[config.mk]
export PLATFORM = sky130hd
export DESIGN_NAME = processor_exe_wb
export DESIGN_NICKNAME = d
export VERILOG_FILES = /design/src/rtl/processor_exe_wb.sv
export SDC_FILE = /design/constraint.sdc
export NUM_CORES = 1
export LEC_CHECK = 0
export BUFFER_PORTS_ARGS = -buffer_cell sky130_fd_sc_hd__buf_2
export CORE_MARGIN = 4
export CORE_UTILIZATION = 29
export CTS_CLUSTER_DIAMETER = 150
export DETAILED_ROUTE_END_ITERATION = 10
export PLACE_DENSITY = 0.46
export SETUP_SLACK_MARGIN = 0.15
export SLEW_MARGIN = 40
export SYNTH_ARGS = -nofsm -noshare
export SYNTH_HDL_FRONTEND = slang
export SYNTH_SLANG_ARGS = --single-unit
[constraint.sdc]
create_clock -name clk -period 6.5 [get_ports clk]
set_input_delay 0.325 -clock clk [delete_from_list [all_inputs] [get_ports clk]]
set_output_delay 0.325 -clock clk [all_outputs]
set_load 0.005 [all_outputs]
[src/rtl/processor_exe_wb.sv]
// Execute/writeback stage of the 16-bit RSA ASIP: single-cycle SET/ADD/CMPEQ
// and a fixed-latency bit-serial modular exponentiation engine.
module processor_exe_wb #(
  parameter int ARQ      = 16,
  parameter int REG_BITS = 3
) (
  input  logic                clk,
  input  logic                rst,
  input  logic                valid_in,
  input  logic [1:0]          alu_op,
  input  logic                mux_exe,
  input  logic [ARQ-1:0]      src1,
  input  logic [ARQ-1:0]      src2,
  input  logic [ARQ-1:0]      src3,
  input  logic [ARQ-1:0]      imm,
  input  logic [REG_BITS-1:0] rd_in,
  output logic [ARQ-1:0]      wb_result,
  output logic [REG_BITS-1:0] wb_rd,
  output logic                wr_reg_en,
  output logic                flag_eq,
  output logic                flag_c,
  output logic                mod_err,
  output logic                busy
);

  // state | meaning
  // IDLE  | accepting bundles, single-cycle ops complete here
  // INIT  | base_r = base mod m
  // MUL   | t = res_r*base_r mod m, committed when current exponent bit is 1
  // SQR   | base_r = base_r^2 mod m; after the last bit, write back and go IDLE
  typedef enum logic [1:0] {IDLE, INIT, MUL, SQR} state_t;

  localparam int CW = $clog2(ARQ);
  localparam logic [1:0] OP_SET   = 2'b00;
  localparam logic [1:0] OP_MODEX = 2'b01;
  localparam logic [1:0] OP_CMPEQ = 2'b10;
  localparam logic [1:0] OP_ADD   = 2'b11;

  state_t state, next_state;

  logic [ARQ-1:0] mod_r, exp_r, base_r, res_r, op_a, op_b;
  logic [ARQ:0]   acc;
  logic [CW-1:0]  bit_cnt, ebit_cnt;

  logic [ARQ-1:0] opnd_b;
  logic           accept, last_step, last_bit;
  logic [ARQ:0]   m_ext, dbl, dbl_r, add, add_r, step;

  assign opnd_b    = mux_exe ? imm : src2;
  assign busy      = (state != IDLE);
  assign accept    = valid_in && !busy;
  assign last_step = (bit_cnt == '0);
  assign last_bit  = (ebit_cnt == '0);

  // One interleaved modmul step; acc < m is kept so a single subtract suffices
  always_comb begin
    m_ext = {1'b0, mod_r};
    dbl   = acc << 1;
    dbl_r = (dbl >= m_ext) ? dbl - m_ext : dbl;
    add   = dbl_r + {1'b0, op_a};
    add_r = (add >= m_ext) ? add - m_ext : add;
    step  = op_b[bit_cnt] ? add_r : dbl_r;
  end

  always_ff @(posedge clk or negedge rst) begin
    if (!rst) state <= IDLE;
    else      state <= next_state;
  end

  always_comb begin
    next_state = state;
    case (state)
      IDLE: if (accept && alu_op == OP_MODEX && src3 != '0) next_state = INIT;
      INIT: if (last_step) next_state = MUL;
      MUL:  if (last_step) next_state = SQR;
      SQR:  if (last_step) next_state = last_bit ? IDLE : MUL;
      default: next_state = IDLE;
    endcase
  end

  always_ff @(posedge clk or negedge rst) begin
    if (!rst) begin
      wb_result <= '0;
      wb_rd     <= '0;
      wr_reg_en <= 1'b0;
      flag_eq   <= 1'b0;
      flag_c    <= 1'b0;
      mod_err   <= 1'b0;
      mod_r     <= '0;
      exp_r     <= '0;
      base_r    <= '0;
      res_r     <= '0;
      op_a      <= '0;
      op_b      <= '0;
      acc       <= '0;
      bit_cnt   <= '0;
      ebit_cnt  <= '0;
    end else begin
      wr_reg_en <= 1'b0;
      case (state)
        IDLE: if (accept) begin
          wb_rd <= rd_in;
          case (alu_op)
            OP_SET: begin
              wb_result <= opnd_b;
              wr_reg_en <= 1'b1;
            end
            OP_ADD: begin
              {flag_c, wb_result} <= {1'b0, src1} + {1'b0, opnd_b};
              wr_reg_en <= 1'b1;
            end
            OP_CMPEQ: flag_eq <= (src1 == opnd_b);
            default: begin
              if (src3 == '0) begin
                mod_err   <= 1'b1;
                wb_result <= '0;
                wr_reg_en <= 1'b1;
              end else begin
                // base is walked bit-serially against a=1 so base >= m reduces fully
                mod_err  <= 1'b0;
                mod_r    <= src3;
                exp_r    <= src2;
                res_r    <= (src3 == ARQ'(1)) ? '0 : ARQ'(1);
                op_a     <= ARQ'(1);
                op_b     <= src1;
                acc      <= '0;
                bit_cnt  <= CW'(ARQ - 1);
                ebit_cnt <= CW'(ARQ - 1);
              end
            end
          endcase
        end
        INIT: begin
          if (last_step) begin
            base_r  <= step[ARQ-1:0];
            op_a    <= res_r;
            op_b    <= step[ARQ-1:0];
            acc     <= '0;
            bit_cnt <= CW'(ARQ - 1);
          end else begin
            acc     <= step;
            bit_cnt <= bit_cnt - 1'b1;
          end
        end
        MUL: begin
          if (last_step) begin
            if (exp_r[0]) res_r <= step[ARQ-1:0];
            op_a    <= base_r;
            op_b    <= base_r;
            acc     <= '0;
            bit_cnt <= CW'(ARQ - 1);
          end else begin
            acc     <= step;
            bit_cnt <= bit_cnt - 1'b1;
          end
        end
        SQR: begin
          if (last_step) begin
            base_r  <= step[ARQ-1:0];
            exp_r   <= exp_r >> 1;
            op_a    <= res_r;
            op_b    <= step[ARQ-1:0];
            acc     <= '0;
            bit_cnt <= CW'(ARQ - 1);
            if (last_bit) begin
              wb_result <= res_r;
              wr_reg_en <= 1'b1;
            end else begin
              ebit_cnt <= ebit_cnt - 1'b1;
            end
          end else begin
            acc     <= step;
            bit_cnt <= bit_cnt - 1'b1;
          end
        end
        default: ;
      endcase
    end
  end

endmodule

# Word level (Yosys, flattened, before mapping)

Cells that the tools add are included.

Bits of input ports: 73
Output and inout bits: 24
Logic and storage cells: 138
Register bits after elaboration: 145

Reduce and logical (&&, ||, !) cells: 30
Add/sub/neg operators: 6
Multiplexer cells: 60
Order comparisons: 3
Equal/unequal tests: 21
Bitwise operators: 2

Operators by type and width:

| kind                                                             | number |
|---|---|
| 16-bit 2-to-1 mux                                                | 29 |
| 16-bit case mux with 3 select lines                              | 3 |
| 16-bit case mux with 2 select lines                              | 4 |
| 17-bit by 16-bit >= comparator with 1-bit output                 | 2 |
| 4-bit 2-to-1 mux                                                 | 6 |
| 2-bit inequality test, second input constant                     | 11 |
| 6-bit AND reduction                                              | 3 |
| 16-bit by 16-bit adder with 17-bit output                        | 1 |
| 17-bit by 16-bit adder with 17-bit output                        | 1 |
| 17-bit 2-to-1 mux                                                | 1 |
| 17-bit by 16-bit subtractor with 17-bit output                   | 1 |
| 16-bit by 1-bit == test with 1-bit output, second input constant | 1 |
| 16-bit == test                                                   | 1 |
| 16-bit zero test                                                 | 1 |
| 4-bit case mux with 2 select lines                               | 2 |
| 16-bit nonzero test                                              | 1 |
| 16-bit subtractor                                                | 1 |
| 3-bit AND reduction                                              | 4 |
| 2-bit 2-to-1 mux                                                 | 5 |
| 5-bit AND reduction                                              | 2 |
| 2-bit == test, second input constant                             | 4 |
| 4-bit zero test                                                  | 2 |
| 2-bit case mux with 4 select lines                               | 1 |
| 4-bit AND reduction                                              | 2 |
| other kinds (16)                                                 | 33 |

# Logic depth before layout (Yosys ltp)

Gate-level depths: netlist of the first run.

Word-level depth: 9
Mapped depth: 32
Gate-level depth less buffers: 28

# Worst setup path after synthesis of the first run

No wires, ideal clock.

Path type: register to register
Start point: register mod_r[1]
End point: register op_b[7]
Data required time: 6,374 ps
Path buffers: 4
Stages on the path, launching flop included: 31
Setup slack: 166 ps
Arrival: 6,208 ps
Clock period less this slack: 6,334 ps
Setup time: 126 ps
Cells stage by stage: dfrtp_1 inv_1 ha_1 ha_1 nand4_1 nor4_1 or3_4 a2111oi_4 and2_1 buf_6 buf_4 buf_4 mux2i_1 inv_1 ha_1 a211oi_1 o21bai_1 or2_2 a31o_2 a21oi_1 xnor2_1 ha_1 o21a_1 nor2_1 a211oi_1 nor2_1 o311a_1 buf_2 o31ai_1 nor3_2 a221o_1

Longest elaborated chain between the ends: 8
Elaborated cells on any way between the ends: 10
Classes of those cells: add/sub (3); order compare (2); mux (5)

Ends and longest elaborated chain:

| what                                                                                                               | RTL line | RTL |
|---|---|---|
| start, declared                                                                                                    | 41       | `logic [ARQ-1:0] mod_r, exp_r, base_r, res_r, op_a, op_b;` |
| start signal, assigned                                                                                             | 121      | `mod_r <= src3;` |
| 17-bit by 16-bit subtractor with 17-bit output or 17-bit by 16-bit >= comparator with 1-bit output (tied branches) | 59       | `dbl_r = (dbl >= m_ext) ? dbl - m_ext : dbl;` |
| 17-bit 2-to-1 mux                                                                                                  | 59       |  |
| 17-bit by 16-bit adder with 17-bit output                                                                          | 60       | `add = dbl_r + {1'b0, op_a};` |
| 16-bit subtractor or 17-bit by 16-bit >= comparator with 1-bit output (tied branches)                              | 61       | `add_r = (add >= m_ext) ? add - m_ext : add;` |
| 16-bit 2-to-1 mux                                                                                                  | 61       |  |
| 16-bit 2-to-1 mux *                                                                                                | 62       | `step = op_b[bit_cnt] ? add_r : dbl_r;` |
| 16-bit 2-to-1 mux *                                                                                                | 134, 158 |  |
| 16-bit case mux with 3 select lines *                                                                              | 100      | `case (state)` |
| end signal, assigned                                                                                               | 137      | `op_b <= step[ARQ-1:0];` |
| end signal, assigned                                                                                               | 149      | `op_b <= base_r;` |
| end signal, assigned                                                                                               | 162      | `op_b <= step[ARQ-1:0];` |
| end, declared                                                                                                      | 41       |  |

Every way passes the cells marked *; elsewhere a longest branch is shown, timed or not. The select of a mux whose other input is x is not followed.
A chain may end at the register's enable or synchronous reset.

# Worst setup path in the final report of the first run

Start point: register mod_r[2]
End point: register base_r[13]

Longest elaborated chain between the ends: 6
Elaborated cells on any way between the ends: 8
Classes of those cells: add/sub (3); order compare (2); mux (3)

Ends and longest elaborated chain:

| what                                                                                                               | RTL line | RTL |
|---|---|---|
| 17-bit by 16-bit subtractor with 17-bit output or 17-bit by 16-bit >= comparator with 1-bit output (tied branches) | 59       |  |
| 17-bit 2-to-1 mux                                                                                                  | 59       |  |
| 17-bit by 16-bit adder with 17-bit output                                                                          | 60       |  |
| 16-bit subtractor or 17-bit by 16-bit >= comparator with 1-bit output (tied branches)                              | 61       |  |
| 16-bit 2-to-1 mux                                                                                                  | 61       |  |
| 16-bit 2-to-1 mux *                                                                                                | 62       |  |
| end signal, assigned                                                                                               | 135      | `base_r <= step[ARQ-1:0];` |
| end signal, assigned                                                                                               | 159      | `base_r <= step[ARQ-1:0];` |
| end, declared                                                                                                      | 41       |  |

Every way passes the cells marked *; elsewhere a longest branch is shown, timed or not.

==> results of run 1 <==
## registers in the layout, summed over array words and instances, names as in the netlist, 2 cells and up
signal,cells
ebit_cnt,4
base_r,16
op_b,16
bit_cnt,4
res_r,16
op_a,16
state,2
acc,16
exp_r,16
mod_r,16
wb_result,16
wb_rd,3
## synthesized netlist by cell type (all sizes together) (5+ instances only)
| master | instances | area, um^2 |
|---|---|---|
| nor2 | 90 | 338 |
| or3 | 7 | 48.8 |
| a221o | 6 | 60.1 |
| buf | 13 | 93.8 |
| mux2i | 24 | 240 |
| a21oi | 102 | 510 |
| nand2b | 6 | 37.5 |
| clkbuf | 44 | 165 |
| a211oi | 8 | 65.1 |
| a21o | 40 | 300 |
| nand4 | 14 | 87.6 |
| or2 | 7 | 43.8 |
| xor2 | 19 | 166 |
| a31o | 5 | 43.8 |
| ha | 76 | 951 |
| mux2 | 44 | 518 |
| o21ai | 76 | 384 |
| and2 | 11 | 68.8 |
| a22o | 42 | 368 |
| nand2 | 97 | 364 |
| o31ai | 13 | 125 |
| nor4 | 15 | 121 |
| a21bo | 8 | 80.1 |
| a31oi | 20 | 131 |
| nand3 | 25 | 125 |
| nor2b | 13 | 81.3 |
| o21a | 22 | 165 |
| a22oi | 29 | 218 |
| and3 | 19 | 119 |
| inv | 56 | 210 |
| nor3 | 25 | 145 |
| o211ai | 15 | 118 |
| dfrtp | 145 | 3630 |
| xnor2 | 27 | 236 |
## area by class of cell
type	instances	share of cell area
clock buffer	17	0.0321
clock inverter	15	0.0113
inverter	57	0.0162
multi-input combinational	963	0.533
sequential	145	0.274
tap	504	0.0477
timing repair buffer	178	0.0853
## layer usage
metal	GRT usage	routed length, um
met4	0.0623	1010
met5	0	0
met1	0.259	18300
met2	0.298	18000
met3	0.0224	1180
## critical path: stages, from the launching register on
cell,delay (ns)
dfrtp_1,0.36
inv_1,0.08
ha_1,0.41
o21a_1,0.16
o31a_1,0.14
o2111ai_1,0.22
a21o_1,0.24
and2_4,0.20
buf_4,0.22
o31ai_1,0.56
ha_1,0.41
and2_1,0.24
a21oi_1,0.23
a21oi_1,0.15
o41ai_2,0.26
buf_4,0.18
nand2_1,0.06
xor2_1,0.15
ha_1,0.34
inv_1,0.11
o311a_4,0.42
buf_4,0.17
o2111a_1,0.14
nor3_2,0.34
mux2_2,0.24
## path summary, 6_finish.rpt
kind                           from      endpoint  slack [ns]  cells after the start
setup reg to reg           mod_r[2]    base_r[13]        0.37                     24
hold reg to reg            wb_rd[1]      wb_rd[1]        0.48                      2
max in group asynchronous       rst  wb_result[7]        4.97                      3
setup / recovery           mod_r[2]    base_r[13]        0.37                     24
min in group asynchronous       rst     mod_r[15]        0.49                      2
hold / removal             rd_in[0]      wb_rd[0]        0.08                      3
## repair_timing
action | in CTS | in global routing
hold buffers | 1 | 0
endpoints found under the setup margin | 61 | 64
setup buffers | 0 | 4
pin swaps | 0 | 8
gates resized for setup | 7 | 26
hold endpoints to repair | 86 | 0
## per-stage QoR
step / setup slack, ns / TNS [ns] / util
after CTS: 0.166 / 0 / 0.353
after global placement: 0.0931 / 0 / 0.336
after detailed placement: -0.0372 / -0.0708 / 0.337
after floorplan: 0.166 / 0 / -
final: 0.372 / 0 / 0.358
after global routing: 0.151 / 0 / 0.358
## cells by family (layout without fill, tap and decap cells)
kind of cell             after synthesis  after routing  share of synthesized area
flip-flops                           145            145                      0.331
buffers and inverters                114            267                     0.0431
AO/OA/AOI/OAI                        426            426                      0.269
AND/OR/NAND/NOR                      341            341                      0.153
XOR/XNOR                              46             46                     0.0367
multiplexers                          70             70                     0.0732
adder cells (fa/ha/maj)               80             80                     0.0940
==> summary.md, run 1 <==
| Metric | Value |
|---|---|
| Endpoints failing setup | 0 |
| Clk Latency, worst-skew pair | approximately 0.44 ns |
| Vias per cell | between 5 and 6 |
| Async SR Flop Fraction | 1.00 |
| Critical path class | flip-flop to flip-flop |
| Starting Density | 0.297 |
| Register bit total from synthesis | approximately 150 |
| Post-route ant nets | 0 |
| Global-route wire length before repair | between 50000 and 60000 um |
| Placed insts | 1842 |
| CTS tree | built |
| Max Cap Violations | 0 |
| Nets | around 1.5k |
| Fillers | about 3.9k |
| Post-synthesis cell area | around 11000 um^2 |
| Via count | between 10k and 15k |
| Most frequent cells in the layout | dfrtp_1 (144), a21oi_1 (97), nand2_1 (97) |
| Final slew viol count | 0 |
| # IOs | 97 |
| CTS H-tree lvls | 4 |
| Layout Cells excl Fill | 1879 |
| Routed wire length | 38600 um |
| DR DRC count | 0 |
| Initial antenna violation count | 0 |
| DIE HEIGHT | between 200 and 250 um |
| Share of layout cells above drive strength 1 | 0.234 |
| Worst Skew | roughly 0.013 ns |
| Tmin final | 6.13 ns |
| Tot GR Track Use | 0.185 |
| Top FF cell, synth | dfrtp_1 |
| Syn nets | around 1.4k |
| CTS buffer count | 17 |
| Rows | 70 |
| Final Hold Fails | 0 |
| Relative slew slack | 0.379 |
| Hold_ws | slightly above 0.08 ns |
| Antenna Cells | 0 |
| Maximum clock frequency | between 150 and 200 MHz |
| Sequential Area | approximately 3600 um^2 |
| Syn avg cell area | about 9 um^2 |
| Crit path launch type | flip-flop |
| Total grt overflow | 0 |
| Vias in the first global route | approximately 9.8k |
| Sequential share of the synthesized area | 0.331 |
| Clock tree buffer depth | 2 |
| RSZ-0062 raised after global routing | false |
| Fin area | 13200 um^2 |
| Syn-to-layout area delta | 20.7% |
| Detailed Place HPWL | around 29000 um |
| EDFF count, synth | 0 |
| Area after DPL | ~12000 um^2 |
| Clk sinks | between 100 and 150 |
| Most common cell after layout, fill and taps aside | dfrtp_1 |
| Number of distinct library cells after synthesis | 81 |
| WL per Instance | around 21 um |
| Core Area | 37000 um^2 |
| CP required | 6.88 ns |
| Critical Path AT | about 6.5 ns |
| Syn Inst Count | roughly 1.2k |
| Yosys warning count | 0 |
| Pre-antenna DRT Iters | 5 |
| Placer Congestion | 0.901 |
| CTS root buf | clkbuf_16 |
| Largest net degree at the start of global routing | 88 |
| Fin crit share | 0.943 |
| Port Buffer Count | 96 |
| CP Max Fanout | 21 |
| Clock-pin slew on the worst setup and hold paths | around 0.07 ns |
| Multi-input logic area | 7060 um^2 |
| Number of DRC markers in iteration 0 | approximately 740 |
| Worst Setup End Kind | flip-flop |
| Status | finished, final reports clean |
| Die X-Extent | between 200 and 250 um |
| Worst Hold Class | primary input to flip-flop |
| Die footprint | between 40000 and 50000 um^2 |
| Slew @ Worst Pin | a little over 0.9 ns |
Power of run 1 is left out: the tool's default activity adds up to more than one toggle a clock period on the data nets, which glitch-free logic cannot reach.
==> inputs of run 2 (changes only) <==
--- a/config.mk
+++ b/config.mk
@@ -11,6 +11,7 @@
 export CTS_CLUSTER_DIAMETER = 150
 export DETAILED_ROUTE_END_ITERATION = 10
 export PLACE_DENSITY = 0.46
+export RECOVER_POWER = 25
 export SETUP_SLACK_MARGIN = 0.15
 export SLEW_MARGIN = 40
 export SYNTH_ARGS = -nofsm -noshare
==> run 2 against run 1 <==
  * The flow now finishes with violations (max-capacitance violations, max-slew violations)
  * Die area is the same
  * Via count is the same
  * Utilization is essentially flat
  * Register-to-register slack is essentially flat
  * Largest cell class unchanged
==> summary.md, run 2 (synthesized netlist as in run 1, its figures left out) <==
| Metric | Value |
|---|---|
| Status | finished, violations left (was finished, final reports clean) |
| Failing checks | max-capacitance violations, max-slew violations |
| Via count | 10.0k (unchanged) |
| Clk Latency, worst-skew pair | 0.44 ns (about the same) |
| Fin area | 13200 um^2 (about the same) |
| Worst Hold Class | primary input to flip-flop (unchanged) |
| Slew @ Worst Pin | 4.37 ns (was 0.931 ns) |
| Worst Setup End Kind | flip-flop (unchanged) |
| Pre-antenna DRT Iters | 5 (unchanged) |
| Hold_ws | 0.0812 ns (unchanged) |
| Global-route wire length before repair | 59400 um (unchanged) |
| Final setup margin | 0.373 ns (was 0.372 ns) |
| CTS H-tree lvls | 4 (unchanged) |
| Placer Congestion | 0.901 (unchanged) |
| Sequential Area | 3630 um^2 (unchanged) |
| Rows | 70 (unchanged) |
| Maximum clock frequency | 163 MHz (about the same) |
| Routed wire length | 38600 um (about the same) |
| Most common cell after layout, fill and taps aside | dfrtp_1 (unchanged) |
| Final slew viol count | 88 (was 0) |
| Post-route ant nets | 0 (unchanged) |
| Tot GR Track Use | 0.185 (unchanged) |
| Critical Path AT | 6.51 ns (about the same) |
| Vias per cell | 5.35 (unchanged) |
| CTS buffer count | 17 (unchanged) |
| CP Max Fanout | 21 (unchanged) |
| Detailed Place HPWL | 29100 um (unchanged) |
| Antenna Cells | 0 (unchanged) |
| Starting Density | 0.297 (unchanged) |
| Initial antenna violation count | 0 (unchanged) |
| Port Buffer Count | 96 (unchanged) |
| Largest net degree at the start of global routing | 88 (unchanged) |
| Final Hold Fails | 0 (unchanged) |
| DR DRC count | 0 (unchanged) |
| Clock tree buffer depth | 2 (unchanged) |
| Number of DRC markers in iteration 0 | 738 (unchanged) |
| DIE HEIGHT | 202 um (unchanged) |
| Worst Skew | 0.0127 ns (unchanged) |
| Area after DPL | 12500 um^2 (unchanged) |
| Max Cap Violations | 1 (was 0) |
| Fillers | 3852 (was 3851) |
| Multi-input logic area | 7060 um^2 (unchanged) |
| Relative slew slack | -1.91 (was 0.379) |
| # IOs | 97 (unchanged) |
| Fin crit share | 0.943 (about the same) |
| Die footprint | 41000 um^2 (unchanged) |
| CP required | 6.88 ns (about the same) |
| WL per Instance | 20.5 um (about the same) |
| Share of layout cells above drive strength 1 | 0.233 (was 0.234) |
| CTS root buf | clkbuf_16 (unchanged) |
| Syn-to-layout area delta | 20.6% (was 20.7%) |
| Core Area | 37000 um^2 (unchanged) |
| Tmin final | 6.13 ns (about the same) |
| Critical path class | flip-flop to flip-flop (unchanged) |
| Crit path launch type | flip-flop (unchanged) |
| Vias in the first global route | 9846 (unchanged) |
| Nets | 1515 (unchanged) |
| Die X-Extent | 202 um (unchanged) |
| Total grt overflow | 0 (unchanged) |
| Most frequent cells in the layout | dfrtp_1 (144), a21oi_1 (97), nand2_1 (97) (unchanged) |
| Sum of negative setup slack | 0 ns (unchanged) |
| RSZ-0062 raised after global routing | false (unchanged) |
| Place WS | -0.0372 ns (unchanged) |
| Clk sinks | 145 (unchanged) |
| Endpoints failing setup | 0 (unchanged) |
| Clock-pin slew on the worst setup and hold paths | 0.07 ns (about the same) |
| CTS tree | built (unchanged) |
-- run 2: per-stage QoR --
| step | std cells | util |
|---|---|---|
| after detailed placement | 1842 | 0.337 |
| final | 1879 | 0.358 |
| after floorplan | 1222 | - |
| after global placement | 1842 | 0.336 |
| after CTS | 1875 | 0.353 |
| after global routing | 1879 | 0.358 |
-- run 2: what timing repair did --
item	CTS	global route
buffers inserted	0	4
endpoints found under the setup margin	61	64
endpoints found under the hold margin	86	0
resized for setup	7	26
pin swaps	0	8
hold buffers	1	0
-- run 2: layout make-up --
class	count	area share
clock buffer	17	0.0322
inverter	57	0.0162
sequential	145	0.274
clock inverter	15	0.0113
multi-input combinational	963	0.533
tap	504	0.0477
timing repair buffer	178	0.0849
-- run 2: final timing paths --
| check | from | endpoint | slack (ns) | cells past startpoint |
|---|---|---|---|---|
| worst min register to register | wb_rd[1] | wb_rd[1] | 0.48 | 2 |
| worst max register to register | mod_r[2] | base_r[13] | 0.37 | 24 |
| worst min-delay path | rd_in[0] | wb_rd[0] | 0.08 | 3 |
| worst max-delay path | mod_r[2] | base_r[13] | 0.37 | 24 |
| max in group asynchronous | rst | state[0] | 1.56 | 2 |
| min in group asynchronous | rst | mod_r[15] | 2.19 | 2 |
-- run 2: layer usage --
metal | global-route usage | part of all wire
met5 | 0 | 0
met3 | 0.0224 | 0.031
met4 | 0.0623 | 0.026
met2 | 0.298 | 0.47
met1 | 0.259 | 0.48
-- run 2: critical path, cell delays in order (launching register included) --
cell and delay [ns]:
dfrtp_1 0.36, inv_1 0.08, ha_1 0.41, o21a_1 0.16
o31a_1 0.14, o2111ai_1 0.22, a21o_1 0.24, and2_4 0.20
buf_4 0.22, o31ai_1 0.56, ha_1 0.41, and2_1 0.24
a21oi_1 0.23, a21oi_1 0.15, o41ai_2 0.26, buf_4 0.18
nand2_1 0.06, xor2_1 0.15, ha_1 0.34, inv_1 0.11
o311a_4 0.42, buf_4 0.17, o2111a_1 0.14, nor3_2 0.34
mux2_2 0.24
Power of run 2 is left out for the same reason.
==> inputs of run 3 (changes only) <==
--- a/config.mk
+++ b/config.mk
@@ -6,11 +6,11 @@
 export NUM_CORES = 1
 export LEC_CHECK = 0
 export BUFFER_PORTS_ARGS = -buffer_cell sky130_fd_sc_hd__buf_2
-export CORE_MARGIN = 4
+export CORE_MARGIN = 2
 export CORE_UTILIZATION = 29
 export CTS_CLUSTER_DIAMETER = 150
 export DETAILED_ROUTE_END_ITERATION = 10
-export PLACE_DENSITY = 0.46
+export PLACE_DENSITY = 0.45
 export RECOVER_POWER = 25
 export SETUP_SLACK_MARGIN = 0.15
 export SLEW_MARGIN = 40
==> constraint.sdc (replaced) <==
create_clock -name clk -period 6.9 [get_ports clk]
set_input_delay 0.345 -clock clk [delete_from_list [all_inputs] [get_ports clk]]
set_output_delay 0.345 -clock clk [all_outputs]
set_load 0.005 [all_outputs]
==> run 3 against run 2 <==
  * The run still ends with max-capacitance violations, max-slew violations left
  * Register-to-register slack gained 0.11 ns
  * Flip-flop and latch count is the same
  * Non-clock buffer count shrank 30
  * Count of clock-buffer cells in the layout grew 1
  * Design area shrank 1.8%
==> summary.md, run 3 (synthesized netlist as in run 1, its figures left out) <==
| Metric | Value |
|---|---|
| Most common cell on crit path | ha_1 |
| Pre-antenna DRT Iters | 5 (unchanged) |
| Vias per cell | 5.38 (was 5.35) |
| DIE HEIGHT | 198 um (was 202 um) |
| Post-route ant nets | 0 (unchanged) |
| Final setup margin | 0.487 ns (was 0.373 ns) |
| Worst Hold Class | primary input to flip-flop (unchanged) |
| Rows | 71 (was 70) |
| Status | finished, violations left (unchanged) |
| Critical path class | flip-flop to flip-flop (unchanged) |
| Routed wire length | 40300 um (was 38600 um) |
| Core Util, Final | 0.346 (was 0.358) |
| Core Area | 37500 um^2 (was 37000 um^2) |
| Syn-to-layout area delta | 18.4% (was 20.6%) |
| Tmin final | 6.41 ns (was 6.13 ns) |
| Most frequent cells in the layout | dfrtp_1 (144), a21oi_1 (100), nand2_1 (97) (was dfrtp_1 (144), a21oi_1 (97), nand2_1 (97)) |
| Total grt overflow | 0 (unchanged) |
| Clk Latency, worst-skew pair | 0.46 ns (was 0.44 ns) |
| Fillers | 3912 (was 3852) |
| Die X-Extent | 198 um (was 202 um) |
| Endpoints failing setup | 0 (unchanged) |
| Antenna Cells | 0 (unchanged) |
| Layout Cells excl Fill | 1857 (was 1879) |
| Maximum clock frequency | 156 MHz (was 163 MHz) |
| Critical Path AT | 6.76 ns (was 6.51 ns) |
| Clock-pin slew on the worst setup and hold paths | 0.07 ns (about the same) |
| Detailed Place HPWL | 30600 um (was 29100 um) |
| Met2 Use GR | 0.323 (was 0.298) |
| CTS H-tree lvls | 4 (unchanged) |
| GRT met3 Usage | 0.0332 (was 0.0224) |
| WL per Instance | 21.7 um (was 20.5 um) |
| Failing checks | max-capacitance violations, max-slew violations (unchanged) |
| Clk sinks | 145 (unchanged) |
| Placer Congestion | 0.865 (was 0.901) |
| # IOs | 97 (unchanged) |
| CP required | 7.24 ns (was 6.88 ns) |
| Cell family with the largest share of critical-path delay | compound AO/OA/AOI/OAI gates (unchanged) |
| Via count | 9986 (was 10.0k) |
| Tot GR Track Use | 0.206 (was 0.185) |
| CP max stage cell | or3_1 (was o31ai_1) |
| Slew @ Worst Pin | 4.92 ns (was 4.37 ns) |
| Most common cell after layout, fill and taps aside | dfrtp_1 (unchanged) |
| Fin crit share | 0.929 (was 0.943) |
| Global-route wire length before repair | 60600 um (was 59400 um) |
| Final slew viol count | 84 (was 88) |
| Worst Skew | 0.0186 ns (was 0.0127 ns) |
| Starting Density | 0.293 (was 0.297) |
| Initial antenna violation count | 1 (was 0) |
| CTS root buf | clkbuf_16 (unchanged) |
| CTS buffer count | 17 (unchanged) |
| CTS tree | built (unchanged) |
| Max Cap Violations | 1 (unchanged) |
| Nets | 1486 (was 1515) |
| Clock tree buffer depth | 2 (unchanged) |
| CP Max Fanout | 15 (was 21) |
| Critical path buffer and inverter count | 3 (was 5) |
| Most used routing layer | met2 (unchanged) |
| Vias in the first global route | 9496 (was 9846) |
| Crit path launch type | flip-flop (unchanged) |
| Largest stage delay on the critical path | 0.40 ns (was 0.56 ns) |
| Largest net degree at the start of global routing | 84 (was 88) |
| Worst Setup End Kind | flip-flop (unchanged) |
| Final Hold Fails | 0 (unchanged) |
| Hold_ws | 0.0830 ns (was 0.0812 ns) |
| Die footprint | 39400 um^2 (was 41000 um^2) |
| Met1 Track Usage GR | 0.290 (was 0.259) |
| Relative slew slack | -2.28 (was -1.91) |
| Number of DRC markers in iteration 0 | 825 (was 738) |
| Place WS | -0.0608 ns (was -0.0372 ns) |
| Placed insts | 1820 (was 1842) |
| Port Buffer Count | 96 (unchanged) |
| Share of layout cells above drive strength 1 | 0.207 (was 0.233) |
| RSZ-0062 raised after global routing | false (unchanged) |
| DR DRC count | 0 (unchanged) |
==> run 3: path summary, 6_finish.rpt <==
path / start / to / slack [ns] / depth (start not counted)
worst max-delay path: mod_r[1] / op_b[13] / 0.49 / 26
worst min-delay path: rd_in[1] / wb_rd[1] / 0.08 / 3
worst max register to register: mod_r[1] / op_b[13] / 0.49 / 26
worst min register to register: wb_rd[1] / wb_rd[1] / 0.48 / 2
max in group asynchronous: rst / state[0] / 1.53 / 2
min in group asynchronous: rst / mod_r[11] / 2.25 / 2
==> run 3: worst min-delay path: stages <==
cell and delay [ns]:
buf_2 0.07, nand2_1 0.04, nand2_1 0.04
==> run 3: cell type report <==
cell class	instances	area (um^2)	share of cell area
multi-input cells	964	7000	0.539
flip-flops and latches	145	3630	0.279
repair buffers	148	888	0.0684
well taps	511	639	0.0492
clock buffers	18	439	0.0338
inverters	57	214	0.0165
clock inverters	14	174	0.0134
==> run 3: metrics by stage <==
stage                     TNS [ns]  area [um^2]
after floorplan                  0        11000
after global placement           0        12200
after detailed placement   -0.0608        12300
after CTS                        0        12900
after global routing             0        13000
final                            0        13000
==> run 3: timing repair <==
item | CTS | global route
hold endpoints to repair | 82 | 0
pin swaps | 1 | 3
buffers inserted | 1 | 2
gates resized for setup | 3 | 15
hold buffers | 1 | 0
cloned | 0 | 1
endpoints found under the setup margin | 52 | 64
==> run 3: layer usage <==
layer	up-vias	wire, um
met5	-	13
met4	2	947
met3	40	1600
met2	229	18400
met1	4942	19400
li1	4773	-
Power of run 3 is left out for the same reason.
